$ cat src/rtl/branch_resolve_unit.sv
// Execute-stage branch resolution: evaluates conditional branches, JAL and JALR,
// compares the outcome with the fetch-stage static prediction, and issues a
// registered redirect (or misalignment exception) followed by a multi-cycle flush
// of the younger stages. Also keeps saturating branch and mispredict counters.
module branch_resolve_unit #(
    parameter int unsigned XLEN         = 32,
    parameter int unsigned FLUSH_STAGES = 1,
    parameter int unsigned PREDICT_MODE = 0,
    parameter int unsigned CNT_W        = 16
) (
    input  logic             clk_i,
    input  logic             rst_ni,
    input  logic             ex_valid_i,
    input  logic [31:0]      ex_instr_i,
    input  logic [XLEN-1:0]  ex_pc_i,
    input  logic             ex_pred_taken_i,
    input  logic [XLEN-1:0]  rs1_data_i,
    input  logic [XLEN-1:0]  rs2_data_i,
    output logic             redirect_valid_o,
    output logic [XLEN-1:0]  redirect_pc_o,
    output logic             flush_o,
    output logic             misalign_o,
    output logic [XLEN-1:0]  misalign_addr_o,
    output logic [CNT_W-1:0] branch_cnt_o,
    output logic [CNT_W-1:0] mispred_cnt_o
);

    localparam logic [0:0] StIdle  = 1'b0;
    localparam logic [0:0] StFlush = 1'b1;

    localparam logic [6:0] OpBranch = 7'b1100011;
    localparam logic [6:0] OpJal    = 7'b1101111;
    localparam logic [6:0] OpJalr   = 7'b1100111;

    // Flush cycles remaining after the first one; FLUSH_STAGES is limited to 1..7.
    localparam logic [2:0] FlushInit = 3'(FLUSH_STAGES - 1);

    // ------------------------------------------------------------------------
    // Decode
    // ------------------------------------------------------------------------
    logic [6:0]      opcode;
    logic [2:0]      funct3;
    logic            is_branch;
    logic            is_jal;
    logic            is_jalr;
    logic            is_ct;
    logic [XLEN-1:0] imm_b;
    logic [XLEN-1:0] imm_j;
    logic [XLEN-1:0] imm_i;

    assign opcode  = ex_instr_i[6:0];
    assign funct3  = ex_instr_i[14:12];
    assign is_jal  = (opcode == OpJal);
    assign is_jalr = (opcode == OpJalr);

    assign imm_b = {{(XLEN-13){ex_instr_i[31]}}, ex_instr_i[31], ex_instr_i[7],
                    ex_instr_i[30:25], ex_instr_i[11:8], 1'b0};
    assign imm_j = {{(XLEN-21){ex_instr_i[31]}}, ex_instr_i[31], ex_instr_i[19:12],
                    ex_instr_i[20], ex_instr_i[30:21], 1'b0};
    assign imm_i = {{(XLEN-12){ex_instr_i[31]}}, ex_instr_i[31:20]};

    // ------------------------------------------------------------------------
    // Branch condition evaluation
    // ------------------------------------------------------------------------
    logic op_eq;
    logic op_lt_s;
    logic op_lt_u;
    logic br_cond;
    logic br_f3_ok;

    assign op_eq   = (rs1_data_i == rs2_data_i);
    assign op_lt_s = ($signed(rs1_data_i) < $signed(rs2_data_i));
    assign op_lt_u = (rs1_data_i < rs2_data_i);

    // Select the compare result by funct3; 010/011 are not branches at all.
    always_comb begin
        br_cond  = 1'b0;
        br_f3_ok = 1'b1;
        case (funct3)
            3'b000:  br_cond = op_eq;
            3'b001:  br_cond = ~op_eq;
            3'b100:  br_cond = op_lt_s;
            3'b101:  br_cond = ~op_lt_s;
            3'b110:  br_cond = op_lt_u;
            3'b111:  br_cond = ~op_lt_u;
            default: br_f3_ok = 1'b0;
        endcase
    end

    assign is_branch = (opcode == OpBranch) & br_f3_ok;
    assign is_ct     = is_branch | is_jal | is_jalr;

    // ------------------------------------------------------------------------
    // Target, outcome and mispredict detection
    // ------------------------------------------------------------------------
    logic [XLEN-1:0] jalr_sum;
    logic [XLEN-1:0] target;
    logic [XLEN-1:0] fix_pc;
    logic            taken;
    logic            pred_taken;
    logic            need_redirect;
    logic            bad_target;

    assign jalr_sum = rs1_data_i + imm_i;

    // Pick the target for the decoded transfer type (all arithmetic wraps).
    always_comb begin
        target = ex_pc_i + imm_b;
        if (is_jal) begin
            target = ex_pc_i + imm_j;
        end else if (is_jalr) begin
            target = jalr_sum & {{(XLEN-1){1'b1}}, 1'b0};
        end
    end

    assign taken      = is_jal | is_jalr | (is_branch & br_cond);
    assign pred_taken = (PREDICT_MODE != 0) ? ex_pred_taken_i : 1'b0;

    // A predicted-taken JALR still redirects: fetch cannot know a register target.
    assign need_redirect = taken ? (~pred_taken | is_jalr) : pred_taken;
    assign bad_target    = taken & (target[1:0] != 2'b00);
    assign fix_pc        = taken ? target : (ex_pc_i + XLEN'(4));

    // ------------------------------------------------------------------------
    // State
    // ------------------------------------------------------------------------
    logic [0:0]      state_q, state_d;
    logic [2:0]      cnt_q, cnt_d;
    logic            flush_q, flush_d;
    logic            redirect_valid_q, redirect_valid_d;
    logic [XLEN-1:0] redirect_pc_q, redirect_pc_d;
    logic            misalign_q, misalign_d;
    logic [XLEN-1:0] misalign_addr_q, misalign_addr_d;
    logic [CNT_W-1:0] branch_cnt_q, branch_cnt_d;
    logic [CNT_W-1:0] mispred_cnt_q, mispred_cnt_d;

    logic resolve;
    logic act;

    // EX is only looked at in IDLE; during FLUSH it holds squashed work.
    assign resolve = (state_q == StIdle) & ex_valid_i & is_ct;
    assign act     = resolve & (need_redirect | bad_target);

    // Next-state logic: FSM, pulse outputs, flush down-counter and perf counters.
    always_comb begin
        state_d          = state_q;
        cnt_d            = cnt_q;
        flush_d          = flush_q;
        redirect_valid_d = 1'b0;
        redirect_pc_d    = redirect_pc_q;
        misalign_d       = 1'b0;
        misalign_addr_d  = misalign_addr_q;
        branch_cnt_d     = branch_cnt_q;
        mispred_cnt_d    = mispred_cnt_q;

        case (state_q)
            StIdle: begin
                if (act) begin
                    state_d = StFlush;
                    cnt_d   = FlushInit;
                    flush_d = 1'b1;
                    if (bad_target) begin
                        misalign_d      = 1'b1;
                        misalign_addr_d = target;
                    end else begin
                        redirect_valid_d = 1'b1;
                        redirect_pc_d    = fix_pc;
                    end
                end
            end
            StFlush: begin
                if (cnt_q == 3'd0) begin
                    state_d = StIdle;
                    flush_d = 1'b0;
                end else begin
                    cnt_d = cnt_q - 3'd1;
                end
            end
            default: begin
                state_d = StIdle;
                flush_d = 1'b0;
            end
        endcase

        if (resolve && (branch_cnt_q != {CNT_W{1'b1}})) begin
            branch_cnt_d = branch_cnt_q + CNT_W'(1);
        end
        if (redirect_valid_d && (mispred_cnt_q != {CNT_W{1'b1}})) begin
            mispred_cnt_d = mispred_cnt_q + CNT_W'(1);
        end
    end

    // Register all state with synchronous active-low reset.
    always_ff @(posedge clk_i) begin
        if (!rst_ni) begin
            state_q          <= StIdle;
            cnt_q            <= 3'd0;
            flush_q          <= 1'b0;
            redirect_valid_q <= 1'b0;
            redirect_pc_q    <= '0;
            misalign_q       <= 1'b0;
            misalign_addr_q  <= '0;
            branch_cnt_q     <= '0;
            mispred_cnt_q    <= '0;
        end else begin
            state_q          <= state_d;
            cnt_q            <= cnt_d;
            flush_q          <= flush_d;
            redirect_valid_q <= redirect_valid_d;
            redirect_pc_q    <= redirect_pc_d;
            misalign_q       <= misalign_d;
            misalign_addr_q  <= misalign_addr_d;
            branch_cnt_q     <= branch_cnt_d;
            mispred_cnt_q    <= mispred_cnt_d;
        end
    end

    assign redirect_valid_o = redirect_valid_q;
    assign redirect_pc_o    = redirect_pc_q;
    assign flush_o          = flush_q;
    assign misalign_o       = misalign_q;
    assign misalign_addr_o  = misalign_addr_q;
    assign branch_cnt_o     = branch_cnt_q;
    assign mispred_cnt_o    = mispred_cnt_q;

endmodule

$ cat config.mk
export PLATFORM = sky130hd
export DESIGN_NAME = branch_resolve_unit
export DESIGN_NICKNAME = d
export VERILOG_FILES = /design/src/rtl/branch_resolve_unit.sv
export SDC_FILE = /design/constraint.sdc
export NUM_CORES = 1
export LEC_CHECK = 0
export BUFFER_PORTS_ARGS = -buffer_cell sky130_fd_sc_hd__buf_2
export CORE_MARGIN = 2
export CORE_UTILIZATION = 30
export DETAILED_ROUTE_END_ITERATION = 10
export MAX_ROUTING_LAYER = met4
export PLACE_DENSITY = 0.59
export SLEW_MARGIN = 40
export SYNTH_ARGS = -nofsm -noshare
export SYNTH_HDL_FRONTEND = slang
export SYNTH_SLANG_ARGS = --single-unit
$ cat constraint.sdc
create_clock -name clk_i -period 4.9 [get_ports clk_i]
set_input_delay 0.98 -clock clk_i [delete_from_list [all_inputs] [get_ports clk_i]]
set_output_delay 0.98 -clock clk_i [all_outputs]
set_load 0.01 [all_outputs]
==> impl_metrics.env <==
export IMPL_outcome="finished, final reports clean"
export IMPL_dp_cells=1915
export IMPL_syn_area_per_cell_um2=7.73
export IMPL_min_period_ps=3770
export IMPL_antenna_found_initial=0
export IMPL_antenna_left=0
export IMPL_setup_viol=0
export IMPL_clk_root_buffer_cell="clkbuf_16"
export IMPL_clockPowerShare_pct=28.1
export IMPL_tns_ps=0
export IMPL_r2r_slack_ps=2410
export IMPL_hold_start="redirect_pc_o[11]"
export IMPL_drv_cap=0
export IMPL_relSlewSlack_pct=47.7
export IMPL_final_common_cell="buf_2"
export IMPL_routed_via_density=5.36
export IMPL_core_area_um2=32500
export IMPL_gr_total_overflow=0
export IMPL_internal_power_mw=1.55
export IMPL_wire_per_inst_um=17.9
export IMPL_grt_pass1_vias=9638
export IMPL_required_ps=5170
export IMPL_power_density_nw_per_um2=210
export IMPL_synth_flop_cell="dfxtp_1"
export IMPL_io_pins=231
export IMPL_grt_max_degree=57
export IMPL_layout_common_cells="buf_2, a21oi_1, nand2_1"
export IMPL_crit_top_cell="nand4_1"
export IMPL_cts_buffers=9
export IMPL_clock_latency_ps=350
export IMPL_hold_viol_final=0
export IMPL_crit_chain="buf_2 -> inv_1 -> ha_1 -> nand4_1 -> nor4_2 -> nand4_1 -> xor2_1 -> o211ai_2 -> o211a_1 -> buf_12 -> nand2_1 -> o31ai_1"
export IMPL_synth_area_leaders="dfxtp_1, ha_1, a21oi_1"
export IMPL_grt_pass1_wl_um=52700
export IMPL_num_vias=10300
export IMPL_synth_top_cell_area_share_pct=20.8
export IMPL_p_leak_nw=5.31
export IMPL_r2r_start="state_q"
export IMPL_postCtsSetupRepairBufs=0
export IMPL_rows=66
export IMPL_clock_skew_ps=7.30
export IMPL_drtIter0Drc=695
export IMPL_initial_core_util_pct=30.5
export IMPL_worst_r2r_endpoint="misalign_addr_o[6]"
export IMPL_antenna_cells_inserted=0
export IMPL_routed_wirelength_um=34600
export IMPL_nNetsFinal=1728
export IMPL_syn_instance_count=1283
export IMPL_worst_endpoint_arrival_ps=4030
export IMPL_syn_nets=1527
export IMPL_holdPathStages=2
export IMPL_htreeDepth=3
export IMPL_drt_pass1_iterations=5
export IMPL_synth_edff_count=0
export IMPL_synth_top_area_cell="dfxtp_1"
export IMPL_port_buffers=229
export IMPL_p_sw_uw=926
export IMPL_power_frac_comb_pct=38.0
export IMPL_ir_drop_v=0.000131
export IMPL_worst_setup_path_start_kind="input pin"
export IMPL_gp_congestion=0.906
export IMPL_final_period_utilization_pct=76.9
export IMPL_dp_hpwl_um=28500
export IMPL_cts_num_sinks=103
export IMPL_cts_tree="yes"
export IMPL_whs_endpoint="redirect_pc_o[11]"
export IMPL_die_area_um2=34500
export IMPL_drv_slew=0
export IMPL_grt_usage_pct=20.1
export IMPL_stdcell_count=1931
export IMPL_synthesis_area_um2=9920
export IMPL_area_growth_pct=18.6
export IMPL_rsz0062_at_grt="false"
export IMPL_ys_ff_latch=103
export IMPL_max_freq_ghz=0.266
export IMPL_clockBufferDepth=2
export IMPL_p_sw_share_pct=37.4
export IMPL_yosysUniqueCellTypes=91
export IMPL_critPathKind="input pin to register"
export IMPL_layout_drive_gt1_share_pct=21.6
export IMPL_post_cts_resized=0
export IMPL_path_max_fanout=41
export IMPL_seq_power_share_pct=33.9
export IMPL_end_kind="register"
export IMPL_min_path_type="register to register"
export IMPL_crit_slowest_cell="o211a_1"
export IMPL_die_x_um=186
export IMPL_cp_slowest_stage_delay_ps=450
export IMPL_drc_errors=0
export IMPL_path_clk_slew_ps=80
export IMPL_die_h_um=186
export IMPL_cts_hold_buffers=0
export IMPL_yosysWarnings=0
export IMPL_synth_async_reset_ratio_pct=0
export IMPL_r2r_cells=8
export IMPL_worst_pin_slew_ps=781
export IMPL_seq_area_frac_synth_pct=20.8
flip-flops by register name (all words and copies together) (netlist names):
register	count
mispred_cnt_o	16
redirect_pc_o	32
misalign_addr_o	32
cnt_q	3
state_q	1
flush_o	1
misalign_o	1
redirect_valid_o	1
branch_cnt_o	16
area by class of cell:
type | instances | area (um^2)
Fill cell | 3495 | 20800
Tap cell | 442 | 553
Multi-Input combinational cell | 1061 | 7330
Inverter | 63 | 236
Timing Repair Buffer | 246 | 1300
Clock inverter | 6 | 51.3
Clock buffer | 10 | 229
Sequential cell | 103 | 2060
stage by stage:
stage	hold slack, ps	cell area [um^2]	setup WS, ps	util, %	power (mW)
2_1_floorplan	444	9920	1510	-	1.48
3_3_place_gp	441	11500	795	35.3	1.78
3_5_place_dp	444	11500	796	35.3	1.79
4_1_cts	455	11800	1160	36.2	2.49
5_1_grt	468	11800	877	36.2	2.63
6_report	453	11800	1130	36.2	2.48
per-layer routing:
layer	global-route usage, %	part of all wire (%)	up-vias
met1	26.3	46	4778
met2	32.4	45	348
met5	-	0	-
met3	2.37	5.7	39
met4	6.36	3.4	0
li1	-	-	5177
cells in the mapped netlist (17+ instances only):
| cell type | number |
|---|---|
| a21oi_1 | 134 |
| nand2_1 | 129 |
| ha_1 | 109 |
| dfxtp_1 | 103 |
| nor2_1 | 94 |
| o21ai_0 | 76 |
| inv_1 | 62 |
| nand3_1 | 52 |
| clkbuf_1 | 38 |
| a21o_1 | 34 |
| xnor2_1 | 33 |
| xor2_1 | 30 |
| nand4_1 | 23 |
| and3_1 | 19 |
| a211oi_2 | 18 |
| nand2b_1 | 18 |
| o211ai_1 | 18 |
| and2_1 | 17 |
power by group through the flow:
| stage | sequential [mW] | combinational (mW) | clock (mW) |
|---|---|---|---|
| after floorplan | 0.859 | 0.625 | 0 |
| after global placement | 0.858 | 0.923 | 0 |
| after detailed placement | 0.858 | 0.931 | 0 |
| after CTS | 0.838 | 0.936 | 0.715 |
| after global routing | 0.838 | 1.03 | 0.754 |
| final | 0.838 | 0.941 | 0.696 |
worst max-delay path, delay by kind of cell:
| family | cells | cell delay [ps] |
|---|---|---|
| xor gates and xnor gates | 1 | 230 |
| AOI/OAI and AO/OA | 3 | 1140 |
| adders and majority gates | 1 | 320 |
| and+or+nand+nor | 4 | 960 |
| buffers and inverters | 3 | 370 |
worst max-delay path by stage:
stage / from / cells after the start / slack, ps / to
floorplan: rs2_data_i[30] / 11 / 1510 / mispred_cnt_o[10]
global route: rs1_data_i[10] / 11 / 880 / redirect_pc_o[31]
finish: rs2_data_i[10] / 12 / 1130 / redirect_pc_o[31]
global placement: ex_instr_i[22] / 11 / 790 / redirect_pc_o[24]
CTS: ex_instr_i[22] / 11 / 1160 / redirect_pc_o[24]
detailed placement: rs2_data_i[10] / 12 / 800 / redirect_pc_o[31]
cell families (layout without fill, tap and decap cells):
group	after synthesis	after routing	share of synthesized area [%]
compound gates	440	440	30.5
simple gates	429	429	21.5
buf+inv	119	325	5.27
fa+ha+maj	112	112	14.4
flops	103	103	20.8
xor+xnor	64	64	5.84
mux	16	16	1.65
(Power assumes the default switching activity.)
